<file path="src/rtl/batch_mac_engine_pkg.sv">
// Shared state encoding and mode constants for the batch MAC engine.
package batch_mac_pkg;

    typedef enum logic [1:0] {
        S_IDLE   = 2'b00,
        S_INPUT  = 2'b01,
        S_EXEC   = 2'b10,
        S_OUTPUT = 2'b11
    } state_t;

    localparam logic MODE_PROD = 1'b0;
    localparam logic MODE_DOT  = 1'b1;

endpackage

</file>
<file path="src/rtl/batch_mac_engine_if.sv">
// Operand producer (REQ/ACK) and result consumer (VALID/RDY) bundle for the batch MAC engine.
interface batch_mac_engine_if #(
    parameter int DATA_W = 8,
    parameter int DEPTH  = 16,
    parameter int CNT_W  = $clog2(DEPTH) + 1,
    parameter int X_W    = 2 * DATA_W + $clog2(DEPTH)
);
    logic              START;
    logic              MODE;
    logic [CNT_W-1:0]  LEN;
    logic              HALT;
    logic [DATA_W-1:0] A;
    logic [DATA_W-1:0] B;
    logic              ACK;
    logic              REQ_AB;
    logic [X_W-1:0]    X;
    logic              X_VALID;
    logic              X_RDY;
    logic              BUSY;
    logic              DONE;

    modport master (
        output START, MODE, LEN, HALT, A, B, ACK, X_RDY,
        input  REQ_AB, X, X_VALID, BUSY, DONE
    );

    modport slave (
        input  START, MODE, LEN, HALT, A, B, ACK, X_RDY,
        output REQ_AB, X, X_VALID, BUSY, DONE
    );

endinterface

</file>
<file path="src/rtl/batch_mac_engine_sync_fifo.sv">
// Synchronous FIFO with first-word fall-through output (0 when empty) and a synchronous flush.
module sync_fifo #(
    parameter int WIDTH = 8,
    parameter int DEPTH = 16
) (
    input  logic             CLK,
    input  logic             RST,
    input  logic             CLR,
    input  logic             WR,
    input  logic             RD,
    input  logic [WIDTH-1:0] DIN,
    output logic [WIDTH-1:0] DOUT,
    output logic             FULL,
    output logic             EMPTY
);
    localparam int AW = $clog2(DEPTH);

    logic [WIDTH-1:0] mem [DEPTH];
    logic [AW:0]      wr_ptr;
    logic [AW:0]      rd_ptr;
    logic             wr_en;
    logic             rd_en;

    // Pointers carry an extra wrap bit so full and empty are distinguishable.
    assign EMPTY = (wr_ptr == rd_ptr);
    assign FULL  = (wr_ptr[AW] != rd_ptr[AW]) && (wr_ptr[AW-1:0] == rd_ptr[AW-1:0]);
    assign rd_en = RD && !EMPTY;
    assign wr_en = WR && (!FULL || rd_en);
    assign DOUT  = EMPTY ? '0 : mem[rd_ptr[AW-1:0]];

    always_ff @(posedge CLK or posedge RST) begin
        if (RST) begin
            wr_ptr <= '0;
            rd_ptr <= '0;
        end else if (CLR) begin
            wr_ptr <= '0;
            rd_ptr <= '0;
        end else begin
            if (wr_en) wr_ptr <= wr_ptr + 1'b1;
            if (rd_en) rd_ptr <= rd_ptr + 1'b1;
        end
    end

    always_ff @(posedge CLK) begin
        if (wr_en && !CLR) mem[wr_ptr[AW-1:0]] <= DIN;
    end

endmodule

</file>
<file path="src/rtl/batch_mac_engine.sv">
// Batch multiply engine: collects L operand pairs, then emits L products (MODE=0)
// or a single dot-product (MODE=1) through an output FIFO.
module batch_mac_engine
    import batch_mac_pkg::*;
#(
    parameter int DATA_W = 8,
    parameter int DEPTH  = 16,
    parameter int CNT_W  = $clog2(DEPTH) + 1,
    parameter int X_W    = 2 * DATA_W + $clog2(DEPTH)
) (
    input  logic              CLK,
    input  logic              RST,
    batch_mac_engine_if.slave bus
);
    state_t              state;
    state_t              state_nxt;
    logic                mode_q;
    logic [CNT_W-1:0]    len_q;
    logic [CNT_W-1:0]    eff_len;
    logic [CNT_W-1:0]    in_cnt;
    logic [CNT_W-1:0]    rd_cnt;
    logic [CNT_W-1:0]    prod_cnt;
    logic [CNT_W-1:0]    out_cnt;
    logic [CNT_W-1:0]    out_total;
    logic [2*DATA_W-1:0] in_dout;
    logic [2*DATA_W-1:0] op_a;
    logic [2*DATA_W-1:0] op_b;
    logic [2*DATA_W-1:0] prod_q;
    logic                prod_v;
    logic [X_W-1:0]      prod_ext;
    logic [X_W-1:0]      acc;
    logic [X_W-1:0]      out_din;
    logic                in_full;
    logic                in_empty;
    logic                out_full;
    logic                out_empty;
    logic                req_ab;
    logic                in_wr;
    logic                in_rd;
    logic                out_wr;
    logic                out_rd;
    logic                last_prod;
    logic                done;

    assign eff_len   = (bus.LEN == '0 || bus.LEN > CNT_W'(DEPTH)) ? CNT_W'(DEPTH) : bus.LEN;
    assign req_ab    = (state == S_INPUT) && (in_cnt < len_q) && !in_full;
    assign in_wr     = req_ab && bus.ACK;
    assign in_rd     = (state == S_EXEC) && (rd_cnt < len_q) && !in_empty;
    assign op_a      = {{DATA_W{1'b0}}, in_dout[2*DATA_W-1:DATA_W]};
    assign op_b      = {{DATA_W{1'b0}}, in_dout[DATA_W-1:0]};
    assign prod_ext  = {{(X_W-2*DATA_W){1'b0}}, prod_q};
    assign last_prod = prod_v && (prod_cnt == len_q - CNT_W'(1));

    // Dot mode pushes only once, folding the final product into the running sum.
    assign out_wr    = !out_full && ((mode_q == MODE_PROD) ? prod_v : last_prod);
    assign out_din   = (mode_q == MODE_PROD) ? prod_ext : (acc + prod_ext);
    assign out_total = (mode_q == MODE_DOT) ? CNT_W'(1) : len_q;
    assign out_rd    = (state == S_OUTPUT) && !out_empty && bus.X_RDY;
    assign done      = out_rd && (out_cnt == out_total - CNT_W'(1));

    assign bus.REQ_AB  = req_ab;
    assign bus.X_VALID = (state == S_OUTPUT) && !out_empty;
    assign bus.BUSY    = (state != S_IDLE);
    assign bus.DONE    = done;

    always_ff @(posedge CLK or posedge RST) begin
        if (RST) state <= S_IDLE;
        else     state <= state_nxt;
    end

    always_comb begin
        state_nxt = state;
        case (state)
            S_IDLE:   if (bus.START) state_nxt = S_INPUT;
            S_INPUT:  if (in_wr && in_cnt == len_q - CNT_W'(1)) state_nxt = S_EXEC;
            S_EXEC:   if (last_prod) state_nxt = S_OUTPUT;
            S_OUTPUT: if (done) state_nxt = S_IDLE;
            default:  state_nxt = S_IDLE;
        endcase
        if (bus.HALT) state_nxt = S_IDLE;
    end

    always_ff @(posedge CLK or posedge RST) begin
        if (RST) begin
            mode_q   <= MODE_PROD;
            len_q    <= '0;
            in_cnt   <= '0;
            rd_cnt   <= '0;
            prod_cnt <= '0;
            out_cnt  <= '0;
            acc      <= '0;
            prod_q   <= '0;
            prod_v   <= 1'b0;
        end else if (bus.HALT) begin
            in_cnt   <= '0;
            rd_cnt   <= '0;
            prod_cnt <= '0;
            out_cnt  <= '0;
            acc      <= '0;
            prod_q   <= '0;
            prod_v   <= 1'b0;
        end else begin
            if (state == S_IDLE && bus.START) begin
                mode_q   <= bus.MODE;
                len_q    <= eff_len;
                in_cnt   <= '0;
                rd_cnt   <= '0;
                prod_cnt <= '0;
                out_cnt  <= '0;
                acc      <= '0;
            end
            if (in_wr) in_cnt <= in_cnt + CNT_W'(1);
            if (in_rd) begin
                rd_cnt <= rd_cnt + CNT_W'(1);
                prod_q <= op_a * op_b;
            end
            prod_v <= in_rd;
            if (prod_v) begin
                prod_cnt <= prod_cnt + CNT_W'(1);
                if (mode_q == MODE_DOT) acc <= acc + prod_ext;
            end
            if (out_rd) out_cnt <= out_cnt + CNT_W'(1);
        end
    end

    sync_fifo #(.WIDTH(2*DATA_W), .DEPTH(DEPTH)) u_in_fifo (
        .CLK   (CLK),
        .RST   (RST),
        .CLR   (bus.HALT),
        .WR    (in_wr),
        .RD    (in_rd),
        .DIN   ({bus.A, bus.B}),
        .DOUT  (in_dout),
        .FULL  (in_full),
        .EMPTY (in_empty)
    );

    sync_fifo #(.WIDTH(X_W), .DEPTH(DEPTH)) u_out_fifo (
        .CLK   (CLK),
        .RST   (RST),
        .CLR   (bus.HALT),
        .WR    (out_wr),
        .RD    (out_rd),
        .DIN   (out_din),
        .DOUT  (bus.X),
        .FULL  (out_full),
        .EMPTY (out_empty)
    );

endmodule

</file>
<file path="src/flat_wrapper.sv">
// flat-port wrapper written by rule: the top's interface ports become plain ports
module batch_mac_engine_flat import batch_mac_pkg::*;
#(
    parameter int DATA_W = 8,
    parameter int DEPTH  = 16,
    parameter int CNT_W  = $clog2(DEPTH) + 1,
    parameter int X_W    = 2 * DATA_W + $clog2(DEPTH)
)
  (CLK, RST, bus_START, bus_MODE, bus_LEN, bus_HALT, bus_A, bus_B, bus_ACK, bus_X_RDY, bus_REQ_AB, bus_X, bus_X_VALID, bus_BUSY, bus_DONE);
  batch_mac_engine_if #(.DATA_W(DATA_W), .DEPTH(DEPTH), .CNT_W(CNT_W), .X_W(X_W)) bus_i ();
  input  logic CLK;
  input  logic RST;
  input wire logic [$bits(bus_i.START)-1:0] bus_START;
  input wire logic [$bits(bus_i.MODE)-1:0] bus_MODE;
  input wire logic [$bits(bus_i.LEN)-1:0] bus_LEN;
  input wire logic [$bits(bus_i.HALT)-1:0] bus_HALT;
  input wire logic [$bits(bus_i.A)-1:0] bus_A;
  input wire logic [$bits(bus_i.B)-1:0] bus_B;
  input wire logic [$bits(bus_i.ACK)-1:0] bus_ACK;
  input wire logic [$bits(bus_i.X_RDY)-1:0] bus_X_RDY;
  output wire logic [$bits(bus_i.REQ_AB)-1:0] bus_REQ_AB;
  output wire logic [$bits(bus_i.X)-1:0] bus_X;
  output wire logic [$bits(bus_i.X_VALID)-1:0] bus_X_VALID;
  output wire logic [$bits(bus_i.BUSY)-1:0] bus_BUSY;
  output wire logic [$bits(bus_i.DONE)-1:0] bus_DONE;
  assign bus_i.START = bus_START;
  assign bus_i.MODE = bus_MODE;
  assign bus_i.LEN = bus_LEN;
  assign bus_i.HALT = bus_HALT;
  assign bus_i.A = bus_A;
  assign bus_i.B = bus_B;
  assign bus_i.ACK = bus_ACK;
  assign bus_i.X_RDY = bus_X_RDY;
  assign bus_REQ_AB = bus_i.REQ_AB;
  assign bus_X = bus_i.X;
  assign bus_X_VALID = bus_i.X_VALID;
  assign bus_BUSY = bus_i.BUSY;
  assign bus_DONE = bus_i.DONE;
  batch_mac_engine #(.DATA_W(DATA_W), .DEPTH(DEPTH), .CNT_W(CNT_W), .X_W(X_W)) u_core (.CLK(CLK), .RST(RST), .bus(bus_i));
endmodule
</file>
<file path="config.mk">
export PLATFORM = sky130hd
export DESIGN_NAME = batch_mac_engine_flat
export DESIGN_NICKNAME = d
export VERILOG_FILES = /design/src/rtl/batch_mac_engine_pkg.sv /design/src/rtl/batch_mac_engine_if.sv /design/src/rtl/batch_mac_engine_sync_fifo.sv /design/src/rtl/batch_mac_engine.sv /design/src/flat_wrapper.sv
export SDC_FILE = /design/constraint.sdc
export NUM_CORES = 1
export LEC_CHECK = 0
export ABC_AREA = 1
export BUFFER_PORTS_ARGS = -buffer_cell sky130_fd_sc_hd__buf_2
export CORE_ASPECT_RATIO = 0.7
export CORE_MARGIN = 4
export CORE_UTILIZATION = 50
export DETAILED_ROUTE_END_ITERATION = 16
export HOLD_SLACK_MARGIN = 0.1
export PLACE_DENSITY_LB_ADDON = 0.25
export SLEW_MARGIN = 20
export SYNTH_ARGS = -nofsm -noshare
export SYNTH_HDL_FRONTEND = slang
export SYNTH_SLANG_ARGS = --single-unit
export TNS_END_PERCENT = 100
</file>
<file path="constraint.sdc">
create_clock -name CLK -period 4.6 [get_ports CLK]
set_input_delay 0.69 -clock CLK [delete_from_list [all_inputs] [get_ports CLK]]
set_output_delay 0.69 -clock CLK [all_outputs]
set_load 0.03 [all_outputs]
</file>
# ---- Word level (Yosys, flattened, before mapping)
# Memory sizes are Yosys's and may differ from the RTL's.
# Index checks and enable logic that the tools add are counted.
dict set report classes {
  n_addsub 11
  multipliers 1
  magnitude_cmp 3
  eq_ne 16
  muxes 40
  bitwise_logic 1
  reduce_logical 42
}
# op n
set ops {}
lappend ops {{$mux W20} 6}
lappend ops {{$mux W5} 19}
lappend ops {{$mux W16} 3}
lappend ops {{$add A5 B1 Y5 const B} 8}
lappend ops {{$eq A5 B5 Y1} 5}
lappend ops {{$add A20 B16 Y20} 1}
lappend ops {{$logic_and A1 B1 Y1} 20}
lappend ops {{$mul A8 B8 Y16} 1}
lappend ops {{$reduce_bool A2 Y1} 6}
lappend ops {{$reduce_bool A3 Y1} 4}
lappend ops {{$lt A5 B5 Y1} 2}
lappend ops {{$mux W2} 5}
lappend ops {{$sub A5 B1 Y5 const B} 2}
lappend ops {{$ne A3 B3 Y1 const B} 3}
lappend ops {{$eq A4 B4 Y1} 2}
lappend ops {{$pmux W2 S4} 1}
lappend ops {{$mux W1} 6}
lappend ops {{$gt A5 B5 Y1 const B} 1}
lappend ops {{$logic_not A1 Y1} 5}
lappend ops {{$logic_not A5 Y1} 1}
lappend ops {{$eq A2 B2 Y1 const B} 2}
lappend ops {{$reduce_and A4 Y1} 1}
lappend ops {{$logic_or A1 B1 Y1} 3}
lappend ops {{$ne A3 B2 Y1 const B} 1}
lappend ops {{other kinds (5)} 6}
dict set report totals {
  ff_bits 85
  ram_bits 576
  in_bits 28
  out_inout_bits 24
  word_cells 130
  n_memories 2
}
# name depth width read_ports rd_ports_with_merged_regs write_ports line_no
set memory_table {}
lappend memory_table {u_core.u_out_fifo.mem 16 20 1 0 1 batch_mac_engine_sync_fifo.sv:18} ;# logic [WIDTH-1:0] mem [DEPTH];
lappend memory_table {u_core.u_in_fifo.mem 16 16 1 0 1 batch_mac_engine_sync_fifo.sv:18}

# ---- Depth between registers and ports, before layout
# Gate-level depths: netlist of the first run.
dict set report logic_depth {
  depth_word 10
  mapped_depth 29
  depth_no_buf 27
}

# ---- Modules after synthesis
# Synthesis of the first run repeated with hierarchy kept, for this count alone.
dict set report hier_totals {
  hier_cells 3169
  area_unflattened_um2 31784.2
}
# module instances cells_per_inst area_each_um2
set by_module_without_submodules {}
lappend by_module_without_submodules {{sync_fifo at u_core.u_out_fifo} 1 1202 13731.9}
lappend by_module_without_submodules {{sync_fifo at u_core.u_in_fifo} 1 984 11083.1}
lappend by_module_without_submodules {batch_mac_engine 1 983 6969.2}

# ---- Least setup slack after synthesis of the first run
# No wires, ideal clock.
dict set report synth_path {
  path_type {register to register}
  startpoint {reg u_core.u_in_fifo.rd_ptr[2]}
  endpoint {reg u_core.prod_q[15]}
  setup_time_ps 126
  arrival_ps 4741
  slack_ps -268
  path_stages_with_launch 28
  n_path_buf 2
  period_less_slack_ps 4868
  cell_sequence {dfrtp_1 -> buf_2 -> xor2_1 -> nor2_1 -> nand2_1 -> nor2_4 -> inv_4 -> buf_1 -> nand2_1 -> nor2_1 -> fa_1 -> inv_1 -> fa_1 -> inv_1 -> fa_1 -> inv_1 -> fa_1 -> inv_1 -> ha_1 -> nand2_1 -> nor2_1 -> nand2_1 -> nand2_1 -> nand3_1 -> o21ai_0 -> nand2_1 -> nand2_1 -> o21ai_0}
}
dict set report synth_via {
  elab_chain_cells 5
  elab_cells_between_ends 9
  classes_between {mul: 1; eq/ne: 1; mux: 3; reduce/logical: 3; memory: 1}
}
# item line_no
set synth_rtl {}
lappend synth_rtl {{start, declared} batch_mac_engine_sync_fifo.sv:20} ;# logic [AW:0] rd_ptr;
lappend synth_rtl {{start signal, assigned} batch_mac_engine_sync_fifo.sv:40} ;# if (rd_en) rd_ptr <= rd_ptr + 1'b1;
lappend synth_rtl {{$mem_v2 Z16 W16 or $eq A5 B5 Y1 (tied branches)} n/a}
lappend synth_rtl {{$mux W16} batch_mac_engine_sync_fifo.sv:29} ;# assign DOUT = EMPTY ? '0 : mem[rd_ptr[AW-1:0]];
lappend synth_rtl {{$mul A8 B8 Y16} batch_mac_engine.sv:115} ;# prod_q <= op_a * op_b;
lappend synth_rtl {{$mux W16} batch_mac_engine.sv:113} ;# if (in_rd) begin
lappend synth_rtl {{$mux W16} batch_mac_engine.sv:94} ;# end else if (bus.HALT) begin
lappend synth_rtl {{end signal, assigned} batch_mac_engine.sv:115}
lappend synth_rtl {{end, declared} batch_mac_engine.sv:28} ;# logic [2*DATA_W-1:0] prod_q;
# Several ways; a longest one is shown, not always the timed one. The select of a mux whose other input is x is not followed.
# A chain may end at the register's enable or synchronous reset.

# ---- Worst setup path in the final report of the first run
dict set report layout_path {
  startpoint {reg u_core.u_in_fifo.rd_ptr[0]}
  endpoint {reg u_core.prod_q[12]}
}
# The elaborated chain is that of the path after synthesis.

==> flow_metrics.py, run 1 <==
metrics = {
    "status": {
        "outcome": "finished, violations left",
        "violations": "negative setup slack",
    },
    "synth": {
        "synthDistinctLibCells": 46,
        "yosysWarnings": 0,
        "synthTopCellsByArea": "edfxtp_1, dfrtp_1, o21ai_0, nor2_1, nand2_1",
        "synth_top_cell_by_area": "edfxtp_1",
        "synth_top_area_share_pct": 56.9,
        "syn_area_per_cell_sq_um": 11.2,
        "synth_area_sq_um": 30400,
        "yosys_most_used_dff": "edfxtp_1",
        "synth_edf_count": 576,
        "synth_seq_area_share_pct": 63.9,
        "synth_cells": 2727,
        "async_flop_share_pct": 12.9,
        "ys_seq_elements": 661,
        "synthesis.nets": 2875,
    },
    "cells_and_area": {
        "drive_gt1_share_pct": 18.0,
        "final_core_util_pct": 59.7,
        "diodes": 0,
        "design_area_sq_um": 35900,
        "area_delta_synth_final_pct": 18.0,
        "layout.nets": 3079,
    },
    "timing": {
        "rsz0062_at_grt": "true",
        "worstMarginPinSlew_ns": 1.11,
        "period_share_pct": 111,
        "slew_viol_final": 0,
        "finalHoldViolations": 0,
        "finalSetupViolations": 10,
        "fmax_mhz": 195,
        "fin_ws_ns": -0.516,
        "fin_worst_skew_ns": 0.0295,
        "timing.final.crit_period_ns": 5.12,
        "relSlewSlack_pct": 25.8,
    },
    "pwr": {
        "leakagePower_nw": 13.6,
        "power_density_nw_per_um2": 392,
        "ir_drop_uv": 359,
    },
    "die": {
        "rows": 75,
        "die_area_sq_um": 64900,
        "die_width_um": 303,
        "initial_utilization_pct": 50.6,
        "ioPinCount": 52,
        "core-area_sq_um": 60100,
        "dieHeight_um": 214,
    },
    "setup_path": {
        "cp.required_ns": 5.10,
        "critPathCaptureType": "register",
        "cp_max_fo": 15,
        "cp.arrival_ns": 5.62,
        "timing.rr.start": "u_core.u_in_fifo.rd_ptr[0]",
        "worstSetupStartpointType": "register",
        "r2r_slack_ns": -0.52,
        "startpoint": "u_core.u_in_fifo.rd_ptr[0]",
        "critPathKind": "register to register",
    },
    "clocking": {
        "path_clk_slew_ns": 0.07,
        "clk_latency_ns": 0.63,
        "htreeDepth": 3,
        "cts.sinks": 661,
        "root_buffer": "clkbuf_16",
        "cts_made_buffers": 66,
        "clock_path_buffers": 3,
        "cts_tree": "built",
    },
    "placed_design": {
        "port_buffers": 51,
        "place.gp.congestion": 0.877,
        "dp_hpwl_um": 51900,
        "place_area_sq_um": 32900,
    },
    "detailed_routing": {
        "drt_wl_total_um": 84000,
        "drt_pass1_iterations": 5,
        "drc_errors": 0,
        "ant_nets": 0,
        "routedWlPerCell_um": 22.2,
        "vias": 22400,
        "viasPerCell": 5.92,
        "drt_iter0_drc": 2757,
    },
    "global_routing": {
        "grt_pass1_vias": 21600,
        "antenna_found_initial": 1,
        "grt_pass1_wl_um": 129000,
        "grt_max_degree": 152,
        "overflow": 0,
        "grt_usage_pct": 25.9,
    },
    "hold_path": {
        "min_path_type": "input pin to asynchronous set/reset pin",
    },
    "job": {
        "maxCapViolCount": 0,
    },
}
==> cell families (layout without fill, tap and decap cells) <==
logic type / count (synthesis) / count (layout) / share of synthesized area [%]
compound gates: 661 / 661 / 12.7
xor+xnor: 32 / 32 / 0.922
fa+ha+maj: 120 / 120 / 5.85
buf+inv: 340 / 592 / 4.48
flops: 661 / 661 / 63.9
simple gates: 913 / 913 / 12.1
==> synthesized netlist by cell type (4+ instances only) <==
library cell / number
o21bai_1: 8
buf_2: 28
xor2_1: 24
buf_1: 5
edfxtp_1: 576
nor3_1: 15
nor2_1: 433
nand4_1: 10
inv_2: 6
dfrtp_1: 85
xnor2_1: 8
buf_4: 9
o22ai_1: 76
o21a_1: 6
a21oi_1: 50
o21ai_1: 10
a31oi_1: 26
ha_1: 83
clkbuf_1: 92
a22oi_1: 4
o221ai_1: 76
nand3_1: 110
nand3b_1: 5
o21ai_0: 366
inv_1: 190
nand2_1: 329
o211ai_1: 29
fa_1: 37
nor2_4: 4
==> power breakdown <==
group	total (mW)	leakage [nW]	switching [mW]	internal [mW]
combinational	2.08	6.18	1.34	0.739
clock	5.20	1.00	2.31	2.89
sequential	6.80	6.42	0.0588	6.74
total	14.1	13.6	3.71	10.4
==> state kept, by name, indices dropped and copies added, names as in the netlist, 5 cells and up <==
| register | flops |
|---|---|
| u_core.u_out_fifo.mem | 320 |
| u_core.u_in_fifo.wr_ptr | 5 |
| u_core.u_in_fifo.mem | 256 |
| u_core.len_q | 5 |
| u_core.prod_cnt | 5 |
| u_core.prod_q | 16 |
| u_core.u_in_fifo.rd_ptr | 5 |
| u_core.in_cnt | 5 |
| u_core.acc | 20 |
| u_core.out_cnt | 5 |
| u_core.u_out_fifo.wr_ptr | 5 |
| u_core.u_out_fifo.rd_ptr | 5 |
| u_core.rd_cnt | 5 |
==> stage by stage <==
stage,hold WS [ns],power (mW),setup slack [ns],cells,TNS [ns]
detailed placement,0.488,8.74,-0.563,3638,-4.73
floorplan,0.453,8.02,-0.0307,2727,-0.0307
CTS,0.119,14.0,-0.405,3780,-3.32
global route,0.143,14.6,-0.785,3787,-6.39
finish,0.109,14.1,-0.516,3787,-3.79
global placement,0.474,8.68,-0.530,3638,-4.28
==> metal layers <==
metal / wire length, um / global-route usage, % / vias to the layer above / part of all wire (%)
met5: 13 / 0 / - / 0.015
met4: 1570 / 6.60 / 2 / 1.9
met3: 9180 / 5.67 / 124 / 11
met2: 35400 / 36.1 / 1194 / 42
met1: 37800 / 41.2 / 10900 / 45
li1: - / - / 10200 / -
==> cells in the final DEF, fill, tap and decap left out, types with 51 or more instances in the layout <==
| master | n |
|---|---|
| buf_2 | 51 |
| o21ai_0 | 333 |
| buf_4 | 183 |
| nand3_1 | 104 |
| nand2_1 | 301 |
| edfxtp_1 | 576 |
| ha_1 | 78 |
| dfrtp_1 | 81 |
| o221ai_1 | 76 |
| o22ai_1 | 75 |
| nor2_1 | 376 |
| clkbuf_16 | 68 |
| inv_1 | 179 |
==> final timing paths <==
kind / endpoint / depth (start not counted)
max: u_core.prod_q[12] / 24
min: u_core.state[0] / 2
max reg2reg: u_core.prod_q[12] / 24
min reg2reg: u_core.acc[12] / 2
max in group asynchronous: u_core.u_out_fifo.rd_ptr[0] / 3
min in group CLK: u_core.mode_q / 3
==> final cells by class <==
class / instances / area, sq um
fillers: 4690 / 24200
flip-flops and latches: 661 / 19400
multi-input cells: 1726 / 10200
repair buffers: 274 / 2360
clock buffers: 76 / 1730
well taps: 808 / 1010
inverters: 202 / 792
clock inverters: 40 / 312
==> critical path, cell delays in order (launching register included) <==
cell      delay [ns]
dfrtp_4         0.57
clkinv_8        0.13
buf_12          0.17
buf_4           0.13
buf_4           0.14
o21ai_0         0.20
o221ai_1        0.14
nand3_1         0.14
nand2_1         0.10
nand2_1         0.11
nor2_2          0.06
fa_1            0.55
fa_1            0.43
fa_1            0.49
inv_1           0.05
fa_1            0.48
inv_2           0.05
ha_4            0.27
buf_6           0.12
nand2_2         0.10
nor2_2          0.14
nand3_1         0.10
nand3_2         0.09
xor2_1          0.16
o22ai_1         0.08
==> timing repair <==
action,CTS,global route
buffers inserted,19,9
cloned,7,0
pin swaps,38,50
hold buffers,0,0
resized for setup,93,74
setup endpoints to repair,10,11
(Power assumes the default switching activity.)
==> run 2: changes to the inputs <==
Settings changed: CELL_PAD_IN_SITES_DETAIL_PLACEMENT set to 1, CELL_PAD_IN_SITES_GLOBAL_PLACEMENT set to 1, CORE_UTILIZATION 50 to 46.
==> flow_metrics.py, run 2 (same netlist as run 1, synthesis figures left out) <==
metrics = {
    "hold_path": {
        "min_path_type": "input pin to asynchronous set/reset pin",
    },
    "timing": {
        "finalHoldViolations": 0,
        "fmax_mhz": 188,
        "slew_viol_final": 0,
        "fin_ws_ns": -0.724,
        "fin_worst_skew_ns": 0.0370,
        "hold_slack_ns": 0.244,
        "period_share_pct": 116,
        "worstMarginPinSlew_ns": 0.941,
        "timing.final.crit_period_ns": 5.32,
        "relSlewSlack_pct": 36.8,
        "rsz0062_at_grt": "true",
        "finalSetupViolations": 10,
    },
    "pwr": {
        "leakagePower_nw": 13.5,
        "power_density_nw_per_um2": 396,
        "total_power_mw": 14.2,
        "ir_drop_uv": 367,
    },
    "detailed_routing": {
        "drt_wl_total_um": 95600,
        "viasPerCell": 5.96,
        "ant_nets": 0,
        "vias": 23000,
        "routedWlPerCell_um": 24.8,
        "drt_pass1_iterations": 5,
        "drc_errors": 0,
        "drt_iter0_drc": 2325,
    },
    "die": {
        "rows": 78,
        "die_area_sq_um": 70300,
        "initial_utilization_pct": 46.7,
        "die_width_um": 315,
        "dieHeight_um": 223,
        "core-area_sq_um": 65100,
        "ioPinCount": 52,
    },
    "setup_path": {
        "critPathKind": "register to register",
        "cp_max_fo": 7,
        "cp.arrival_ns": 5.81,
        "worstSetupStartpointType": "register",
        "cp.required_ns": 5.09,
        "critPathCaptureType": "register",
    },
    "clocking": {
        "cts.sinks": 661,
        "root_buffer": "clkbuf_16",
        "clock_path_buffers": 3,
        "clk_latency_ns": 0.62,
        "path_clk_slew_ns": 0.06,
        "holdBufCountCts": 0,
        "htreeDepth": 3,
        "cts_made_buffers": 66,
        "cts_tree": "built",
    },
    "cells_and_area": {
        "final_common_cell": "edfxtp_1",
        "largest_register_ffs": 320,
        "design_area_sq_um": 35800,
        "area_delta_synth_final_pct": 17.8,
        "diodes": 0,
        "layout.nets": 3069,
        "final_core_util_pct": 55.0,
        "drive_gt1_share_pct": 16.9,
        "final_cell_mix": "edfxtp_1, nor2_1, o21ai_0, nand2_1, inv_1",
        "instances_no_fill": 3854,
        "fill_cells": 6835,
    },
    "job": {
        "maxCapViolCount": 0,
    },
    "global_routing": {
        "overflow": 0,
        "antenna_found_initial": 0,
        "grt_pass1_vias": 23500,
        "grt_max_degree": 132,
        "grt_usage_pct": 26.5,
        "grt_pass1_wl_um": 142000,
    },
    "placed_design": {
        "port_buffers": 51,
        "dp_hpwl_um": 59300,
        "place.gp.congestion": 0.894,
        "place_area_sq_um": 32900,
        "place_inst": 3700,
    },
    "status": {
        "outcome": "finished, violations left",
        "violations": "negative setup slack",
    },
}
## run 2: cell count changes in the layout (fill, tap and decap cells not counted), sizes merged
cell / delta
clkinv: -7
clkinvlp: +1
bufbuf: -1
buf: -13
clkbuf: +15
## run 2: cell type report
cell class / count / area [sq um] / area share, %
sequential: 661 / 19400 / 54.3
multi-input combinational: 1726 / 10200 / 28.4
timing repair buffer: 264 / 2260 / 6.31
clock buffer: 87 / 1770 / 4.95
tap: 880 / 1100 / 3.07
inverter: 202 / 790 / 2.20
clock inverter: 34 / 285 / 0.796
## run 2: timing repair
| item | in CTS | in global routing |
|---|---|---|
| setup buffers | 12 | 15 |
| pin swaps | 27 | 54 |
| endpoints found under the hold margin | 0 | 0 |
| endpoints found under the setup margin | 10 | 11 |
| resized for setup | 37 | 100 |
| gates cloned | 1 | 6 |
## run 2: path summary, 6_finish.rpt
| check | depth (start not counted) | start | slack (ns) | end |
|---|---|---|---|---|
| worst max-delay path | 24 | u_core.u_in_fifo.rd_ptr[0] | -0.72 | u_core.prod_q[10] |
| worst min-delay path | 2 | RST | 0.24 | u_core.mode_q |
| worst max register to register | 24 | u_core.u_in_fifo.rd_ptr[0] | -0.72 | u_core.prod_q[10] |
| worst min register to register | 2 | u_core.acc[12] | 0.52 | u_core.acc[12] |
| max in group asynchronous | 3 | RST | 3.23 | u_core.prod_q[15] |
| min in group CLK | 3 | bus_MODE | 0.34 | u_core.mode_q |
## run 2: power by group
part           leakage, nW  switching (mW)  internal (mW)
clock                0.992            2.34           2.92
sequential            6.42          0.0627           6.74
combinational         6.12            1.41          0.727
total                 13.5            3.82           10.4
## run 2: worst max-delay path: stages, from the launching register on
cell and delay, ns:
dfrtp_4 0.54, clkinv_8 0.11, buf_12 0.16, buf_6 0.14, buf_4 0.14, nor2_1 0.15
o221ai_1 0.18, o211ai_1 0.16, nand2_2 0.16, nand2_4 0.13, nor2_2 0.05, fa_1 0.51
fa_1 0.53, fa_1 0.52, inv_1 0.05, fa_1 0.47, inv_1 0.06, ha_4 0.21
buf_4 0.15, nand2_1 0.06, nand2_1 0.06, o21bai_2 0.20, a21oi_1 0.15, xor2_1 0.18
o21ai_1 0.10
## run 2: metrics by stage
stage / TNS (ns) / setup slack (ns)
after floorplan: -0.0307 / -0.0307
after detailed placement: -6.15 / -0.793
after CTS: -5.16 / -0.570
after global placement: -4.61 / -0.561
after global routing: -7.87 / -0.903
final: -5.82 / -0.724
## run 2: routing by layer
layer,GRT usage [%],vias to the layer above,routed length [um]
met5,0,-,0
met4,6.11,0,1890
met3,5.63,143,7770
met1,39.9,11800,43900
met2,39.5,951,42100
li1,-,10100,-
